===== src/rtl/bcd_pkg.sv =====
// ============================================================================
// Module      : bcd_pkg
// Description : Shared BCD widths, limits and active-low 7-segment codes.
// Revision    : 1.0 - initial release
// ============================================================================
`default_nettype none

package bcd_pkg;

  localparam int BCD_W = 4;
  localparam int SEG_W = 7;
  localparam logic [BCD_W-1:0] BCD_MAX = 4'd9;

  // Segment order {g,f,e,d,c,b,a}, a lit segment is driven low.
  localparam logic [SEG_W-1:0] SEG_0     = 7'b1000000;
  localparam logic [SEG_W-1:0] SEG_1     = 7'b1111001;
  localparam logic [SEG_W-1:0] SEG_2     = 7'b0100100;
  localparam logic [SEG_W-1:0] SEG_3     = 7'b0110000;
  localparam logic [SEG_W-1:0] SEG_4     = 7'b0011001;
  localparam logic [SEG_W-1:0] SEG_5     = 7'b0010010;
  localparam logic [SEG_W-1:0] SEG_6     = 7'b0000010;
  localparam logic [SEG_W-1:0] SEG_7     = 7'b1111000;
  localparam logic [SEG_W-1:0] SEG_8     = 7'b0000000;
  localparam logic [SEG_W-1:0] SEG_9     = 7'b0010000;
  localparam logic [SEG_W-1:0] SEG_BLANK = 7'b1111111;

  function automatic logic [BCD_W-1:0] bcd_saturate(input logic [BCD_W-1:0] d);
    return (d > BCD_MAX) ? BCD_MAX : d;
  endfunction

endpackage

`default_nettype wire


===== src/rtl/bcd7seg.sv =====
// ============================================================================
// Module      : bcd7seg
// Description : BCD to active-low 7-segment decoder; non-BCD codes blank.
// Revision    : 1.0 - initial release
// ============================================================================
`default_nettype none

module bcd7seg
  import bcd_pkg::*;
(
  input  logic [BCD_W-1:0] bcd,
  output logic [SEG_W-1:0] seg
);

  always_comb begin
    seg = SEG_BLANK;
    case (bcd)
      4'd0: seg = SEG_0;
      4'd1: seg = SEG_1;
      4'd2: seg = SEG_2;
      4'd3: seg = SEG_3;
      4'd4: seg = SEG_4;
      4'd5: seg = SEG_5;
      4'd6: seg = SEG_6;
      4'd7: seg = SEG_7;
      4'd8: seg = SEG_8;
      4'd9: seg = SEG_9;
      default: seg = SEG_BLANK;
    endcase
  end

endmodule

`default_nettype wire


===== src/rtl/bcd_digit.sv =====
// ============================================================================
// Module      : bcd_digit
// Description : One BCD decade cell: up/down step, clear, saturating load.
// Revision    : 1.0 - initial release
// ============================================================================
`default_nettype none

module bcd_digit
  import bcd_pkg::*;
(
  input  logic             CLOCK_50,
  input  logic             reset,
  input  logic             en,
  input  logic             up_dn,
  input  logic             ld,
  input  logic [BCD_W-1:0] ld_val,
  input  logic             clr,
  output logic [BCD_W-1:0] digit,
  output logic             cy
);

  // Carry/borrow is combinational so a full ripple settles within one cycle.
  assign cy = en & (up_dn ? (digit == BCD_MAX) : (digit == '0));

  always_ff @(posedge CLOCK_50) begin
    if (reset) begin
      digit <= '0;
    end else if (clr) begin
      digit <= '0;
    end else if (ld) begin
      digit <= bcd_saturate(ld_val);
    end else if (en) begin
      if (up_dn) begin
        digit <= (digit == BCD_MAX) ? '0 : digit + 4'd1;
      end else begin
        digit <= (digit == '0) ? BCD_MAX : digit - 4'd1;
      end
    end
  end

endmodule

`default_nettype wire


===== src/rtl/bcd_tick_counter.sv =====
// ============================================================================
// Module      : bcd_tick_counter
// Description : Prescaled multi-digit BCD up/down counter with wrap carry.
//               Define BCD_SEG_OUT_EN to add the HEX port and 7-seg decoders.
// Revision    : 1.0 - initial release
// ============================================================================
`default_nettype none

module bcd_tick_counter
  import bcd_pkg::*;
#(
  parameter int DIGITS     = 4,
  parameter int TICK_DIV   = 50000000,
  parameter int PRESCALE_W = 26
) (
  input  logic                    CLOCK_50,
  input  logic                    reset,
  input  logic                    run,
  input  logic                    up_dn,
  input  logic                    clear,
  input  logic                    load,
  input  logic [BCD_W*DIGITS-1:0] load_val,
  output logic [BCD_W*DIGITS-1:0] bcd,
  output logic                    tick,
  output logic                    carry_out
`ifdef BCD_SEG_OUT_EN
  ,
  output logic [SEG_W*DIGITS-1:0] HEX
`endif
);

  localparam logic [PRESCALE_W-1:0] TERMINAL = PRESCALE_W'(TICK_DIV - 1);

  logic [PRESCALE_W-1:0] prescaler;
  logic                  at_terminal;
  logic                  tick_en;
  logic [DIGITS-1:0]     digit_en;
  logic [DIGITS-1:0]     cy;

  assign at_terminal = (prescaler == TERMINAL);
  // Clear/load on the terminal cycle suppress the count step.
  assign tick_en     = run & at_terminal & ~reset & ~clear & ~load;

  always_ff @(posedge CLOCK_50) begin
    if (reset || clear || load) begin
      prescaler <= '0;
      tick      <= 1'b0;
      carry_out <= 1'b0;
    end else if (run) begin
      if (at_terminal) begin
        prescaler <= '0;
        tick      <= 1'b1;
        carry_out <= cy[DIGITS-1];
      end else begin
        prescaler <= prescaler + PRESCALE_W'(1);
        tick      <= 1'b0;
        carry_out <= 1'b0;
      end
    end else begin
      tick      <= 1'b0;
      carry_out <= 1'b0;
    end
  end

  generate
    for (genvar k = 0; k < DIGITS; k++) begin : g_digit
      if (k == 0) begin : g_first
        assign digit_en[k] = tick_en;
      end else begin : g_next
        assign digit_en[k] = tick_en & cy[k-1];
      end

      bcd_digit u_digit (
        .CLOCK_50 (CLOCK_50),
        .reset    (reset),
        .en       (digit_en[k]),
        .up_dn    (up_dn),
        .ld       (load),
        .ld_val   (load_val[BCD_W*k +: BCD_W]),
        .clr      (clear),
        .digit    (bcd[BCD_W*k +: BCD_W]),
        .cy       (cy[k])
      );

`ifdef BCD_SEG_OUT_EN
      bcd7seg u_seg (
        .bcd (bcd[BCD_W*k +: BCD_W]),
        .seg (HEX[SEG_W*k +: SEG_W])
      );
`endif
    end
  endgenerate

endmodule

`default_nettype wire


===== config.mk =====
export PLATFORM = sky130hd
export DESIGN_NAME = bcd_tick_counter
export DESIGN_NICKNAME = d
export VERILOG_FILES = /design/src/rtl/bcd_pkg.sv /design/src/rtl/bcd7seg.sv /design/src/rtl/bcd_digit.sv /design/src/rtl/bcd_tick_counter.sv
export SDC_FILE = /design/constraint.sdc
export NUM_CORES = 1
export LEC_CHECK = 0
export BUFFER_PORTS_ARGS = -buffer_cell sky130_fd_sc_hd__buf_2
export CAP_MARGIN = 10
export CORE_MARGIN = 2
export CORE_UTILIZATION = 50
export CTS_CLUSTER_SIZE = 25
export DETAILED_ROUTE_END_ITERATION = 8
export GPL_ROUTABILITY_DRIVEN = 1
export PLACE_DENSITY = 0.84
export SLEW_MARGIN = 20
export SYNTH_ARGS = -nofsm -noshare
export SYNTH_HDL_FRONTEND = slang
export SYNTH_SLANG_ARGS = --single-unit
export TNS_END_PERCENT = 5

===== constraint.sdc =====
create_clock -name CLOCK_50 -period 2.05 [get_ports CLOCK_50]
set_clock_uncertainty 0.2 [all_clocks]
set_input_delay 0 -clock CLOCK_50 [delete_from_list [all_inputs] [get_ports CLOCK_50]]
set_output_delay 0 -clock CLOCK_50 [all_outputs]
set_load 0.02 [all_outputs]

Word-level counts from Yosys, hierarchy flattened
Index checks and enable logic that the tools add are counted.
Word-level totals
  output and inout bits: 18
  bits in registers: 44
  word-level logic and storage cells: 84
Cells by class
  bitwise gates (word level): 16
  reductions and logical operators: 13
  $lt $le $gt $ge: 4
  add/sub/neg operators: 9
  multiplexer cells: 30
  equality and inequality tests: 5
Operators by type and width (number)
  $mux W4: 24
  $add A26 B1 Y26 const B: 1
  $eq A26 B26 Y1 const B: 1
  $mux W26: 1
  $add A4 B1 Y4 const B: 4
  $eq A4 B4 Y1 const B: 4
  $gt A4 B4 Y1 const B: 4
  $logic_not A4 Y1: 4
  $sub A4 B1 Y4 const B: 4
  $and A1 B1 Y1: 11
  $reduce_bool A2 Y1: 4
  $mux W1: 5
  $not A1 Y1: 5
  $reduce_or A2 Y1: 2
  $reduce_or A3 Y1: 1
  $logic_or A1 B1 Y1: 2

Logic depth before layout (Yosys ltp)
  depth in word-level cells: 13
  gate-level depth with buffers: 7

Hierarchy
A second synthesis with hierarchy kept.
Second synthesis, totals
  cells, all modules: 356
  area, all modules: 2937.8 um2
By module, submodules not included
  bcd_digit: area an instance 390.4 um2, cells an instance 50, instances 4
  bcd_tick_counter: area an instance 1376.3 um2, cells an instance 156, instances 1

Least setup slack after synthesis
OpenSTA, ideal clock, no wires.
  path kind: flip-flop to flip-flop
  from: register prescaler[0]
  to: register g_digit[2].u_digit.digit[2]
  path buffers: 0
  cell stages (with the launch flop): 7
  data required time: 1.772 ns
  library setup time: 0.078 ns
  arrival: 1.892 ns
  path slack: -0.120 ns
  cell sequence: dfxtp_1 ha_1 nand4_2 or3_4 nor4_4 mux2_2 nor3_1
Between the ends
  longest elaborated chain between the ends: 10
Ends and longest elaborated chain
  start: declaration: line bcd_tick_counter.sv:34  | logic [PRESCALE_W-1:0] prescaler;
  start signal: assignment: line bcd_tick_counter.sv:55  | prescaler <= prescaler + PRESCALE_W'(1);
  $eq A26 B26 Y1 (*): line bcd_tick_counter.sv:40  | assign at_terminal = (prescaler == TERMINAL);
  $and A1 B1 Y1 (*) (4 in a row): line bcd_tick_counter.sv:42  | assign tick_en = run & at_terminal & ~reset & ~clear & ~load;
  $and A1 B1 Y1: line bcd_digit.sv:23  | assign cy = en & (up_dn ? (digit == BCD_MAX) : (digit == '0));
  $and A1 B1 Y1: line bcd_tick_counter.sv:70  | assign digit_en[k] = tick_en & cy[k-1];
  $and A1 B1 Y1: line bcd_digit.sv:23
  $and A1 B1 Y1 (*): line bcd_tick_counter.sv:70
  $reduce_bool A2 Y1 (no source line) (*)
  end signal: assignment: line bcd_digit.sv:31  | digit <= bcd_saturate(ld_val);
  end signal: assignment: line bcd_digit.sv:34  | digit <= (digit == BCD_MAX) ? '0 : digit + 4'd1;
  end signal: assignment: line bcd_digit.sv:36  | digit <= (digit == '0) ? BCD_MAX : digit - 4'd1;
  end: declaration: line bcd_digit.sv:18  | output logic [BCD_W-1:0] digit,
Mark *: on every way between the ends. The rest lies on a longest branch, timed or not.
A chain may end at the register's enable or synchronous reset.

Final worst setup path
  from: register prescaler[17]
  to: register g_digit[1].u_digit.digit[1]
Between the ends
  longest elaborated chain between the ends: 8
Ends and longest elaborated chain (line)
  $eq A26 B26 Y1 (*): bcd_tick_counter.sv:40
  $and A1 B1 Y1 (*) (4 in a row): bcd_tick_counter.sv:42
  $and A1 B1 Y1: bcd_digit.sv:23
  $and A1 B1 Y1 (*): bcd_tick_counter.sv:70
  $reduce_bool A2 Y1 (no source line) (*)
  end signal: assignment: bcd_digit.sv:31
  end signal: assignment: bcd_digit.sv:34
  end signal: assignment: bcd_digit.sv:36
  end: declaration: bcd_digit.sv:18
Marked as above.

==> results.toml <==
[layout]
antennaDiodeCount = 0
final_core_util_pct = 72.49
fill_cells = 364
regArea_um2 = 899.6
layout.cells.non_filler = 522
fin_nets = 472
multi_input_area_um2 = 1911
drive_gt1_share_pct = 30.44
syn2layout_area_growth_pct = 41.94

[floorplanning]
ios = 40
die_area_um2 = 6168
core-area_um2 = 5439
rows = 27
die_w_um = 78.54
die_h_um = 78.54
start_util_pct = 51.07

[detailed_routing]
totalWireLength_um = 8496
viasPerCell = 6.103
drtIter0Drc = 274
postRouteAntennaNets = 0
drc = 0
vias = 3186
wl_per_cell_um = 16.28
dr.pass1.iters = 5

[yosys]
yosysSeqAreaShare_pct = 31.71
synth_nets = 375
netlist_area_um2 = 2778
synth-edff-count = 0
yosysTopAreaCell = "dfxtp_1"
syn_area_per_cell_um2 = 7.891
synthTopCellsByCount = "nor2_1 (50), dfxtp_1 (44), nand2_1 (22)"
ys_warn_count = 0
post_synth_num_cell_types = 65
synth_top_area_share_pct = 31.71
async_flop_share_pct = 0
synth_ff_type = "dfxtp_1"
synth-seq-cells = 44
synth.most_common_cell = "nor2_1"
synthTopCellsByArea = "dfxtp_1 (32%), nor2_1 (6.8%), xnor2_1 (6.3%)"
synthCells = 352

[global_routing]
grt_pass1_vias = 3093
grt_max_degree = 27
gr-total-overflow = 0
antenna_found_initial = 0
grt_usage_pct = 28.00
grt_pass1_wl_um = 14060

[cts]
clock_latency_ns = 0.31
cts.sinks = 44
numCtsBuffers = 5
path_clk_slew_ns = 0.09
htreeDepth = 2
tritoncts = "built"
cts_root_buffer = "clkbuf_8"
clk_path_buf_depth = 2

[sta]
min_period_ns = 2.095
rsz0062_at_grt = "yes"
setup-tns-final_ns = -0.09123
finalCritPeriodShare_pct = 102.2
hold_viol = 0
setup_slack_ns = -0.04520
worst_slew_pin_slew_ns = 0.5556
drv_slew = 0
fmax_mhz = 477.3
setup_viol = 5
slew_headroom_pct = 62.92

[run]
drv_cap = 0

[placed_design]
numPortBuffers = 39
dpl.hpwl_um = 5213
dpl.cell_count = 481
gp_congestion = 0.9121

[setup_path]
cp_max_fo = 3
critPathCaptureType = "flop"
worstPathRequired_ns = 2.05
cp.arrival_ns = 2.10
cpMaxStageDelayCell = "o41ai_2"
slowest_delay_ns = 0.44
crit_chain = "buf_4, nor4bb_4, nand4_1, o41ai_2, o41ai_2, a32o_1"
crit_top_cell = "o41ai_2"
cp-start-kind = "flop"
worstSetupPathType = "flop to flop"

[power_and_ir_drop]
p_total_w = 0.002107
power_per_cell_area_nw_per_um2 = 534.3
cellLeakagePower_nw = 1.492
ir_drop_uv = 400.1

[hold_path]
hold_class = "input port to flop"

[run_status]
violations = "negative setup slack"
status = "finished, violations left"
[layout by cell type (no fill, tap or decap), types with 6 or more instances in the layout]
| master | instances |
|---|---|
| nor2_1 | 50 |
| buf_4 | 45 |
| buf_2 | 39 |
| dfxtp_1 | 31 |
| dlygate4sd3_1 | 27 |
| nand2_1 | 22 |
| xnor2_1 | 20 |
| o21ai_0 | 16 |
| a21oi_1 | 15 |
| inv_1 | 13 |
| nor3_1 | 13 |
| xor2_1 | 13 |
| dfxtp_2 | 12 |
| nand4_1 | 11 |
| nand3_1 | 8 |
| nor4_1 | 7 |
| and4_1 | 6 |
| and3_1 | 6 |
[stage by stage]
stage	hold slack [ns]	setup slack, ns	area (um^2)
after floorplan	-0.05536	-0.02026	2785
after global placement	0.07391	-0.009578	3294
after detailed placement	0.08369	-0.1156	3294
after CTS	-0.01631	-0.08662	3830
after global routing	0.01475	-0.1288	3943
final	0.009996	-0.04520	3943
[final cells by class]
| cell class | count | share of cell area [%] |
|---|---|---|
| clock buffers | 5 | 1.745 |
| clock inverters | 3 | 2.285 |
| inverters | 13 | 1.238 |
| multi-input cells | 272 | 48.46 |
| flip-flops and latches | 44 | 22.82 |
| well taps | 72 | 2.285 |
| repair buffers | 113 | 21.17 |
[worst paths after layout]
path	slack (ns)	end	cells past startpoint	from
setup / recovery	-0.05	g_digit[1].u_digit.digit[1]	6	prescaler[17]
hold / removal	0.01	g_digit[3].u_digit.digit[3]	2	load
setup reg to reg	-0.05	g_digit[1].u_digit.digit[1]	6	prescaler[17]
hold reg to reg	0.32	prescaler[13]	2	prescaler[13]
[power by group]
part           internal, W  total (W)  leakage (nW)  switching [W]
clock             0.000609   0.000927        0.0784       0.000317
combinational     0.000130   0.000298          1.05       0.000167
sequential        0.000864   0.000882         0.363      0.0000177
[flip-flops by register name, summed over array words and instances (netlist names)]
name                   cells
prescaler                 26
g_digit.u_digit.digit     16
carry_out                  1
tick                       1
[timing repair]
item                       CTS  global route
gates resized for setup     17            23
setup buffers                4             2
hold endpoints to repair    21             0
setup endpoints to repair   17            22
pin swaps                   11            11
hold buffers                27             0
[critical path: cells and delay by family, from the launching register on]
kind	cells	cell delay [ns]
AO/OA/AOI/OAI	3	0.82
buffers and inverters	1	0.11
flip-flops	1	0.36
AND/OR/NAND/NOR	2	0.50
[layer usage]
metal	GRT usage (%)	routed length [um]
met1	31.68	3278
met2	50.77	4282
met3	4.713	548
met4	13.16	387
met5	0	0
[cell families (layout without fill, tap and decap cells)]
logic type                 after synthesis  count (layout)  synth area share [%]
AOI/OAI and AO/OA                       71              71                 17.97
xor gates and xnor gates                33              33                 10.41
adders and majority gates                1               1                0.4504
buffers and inverters                   36             134                 5.180
DFF                                     44              44                 31.71
muxes                                    5               5                 1.847
and+or+nand+nor                        162             162                 32.43
No activity file was read; power rests on OpenSTA's default activity.
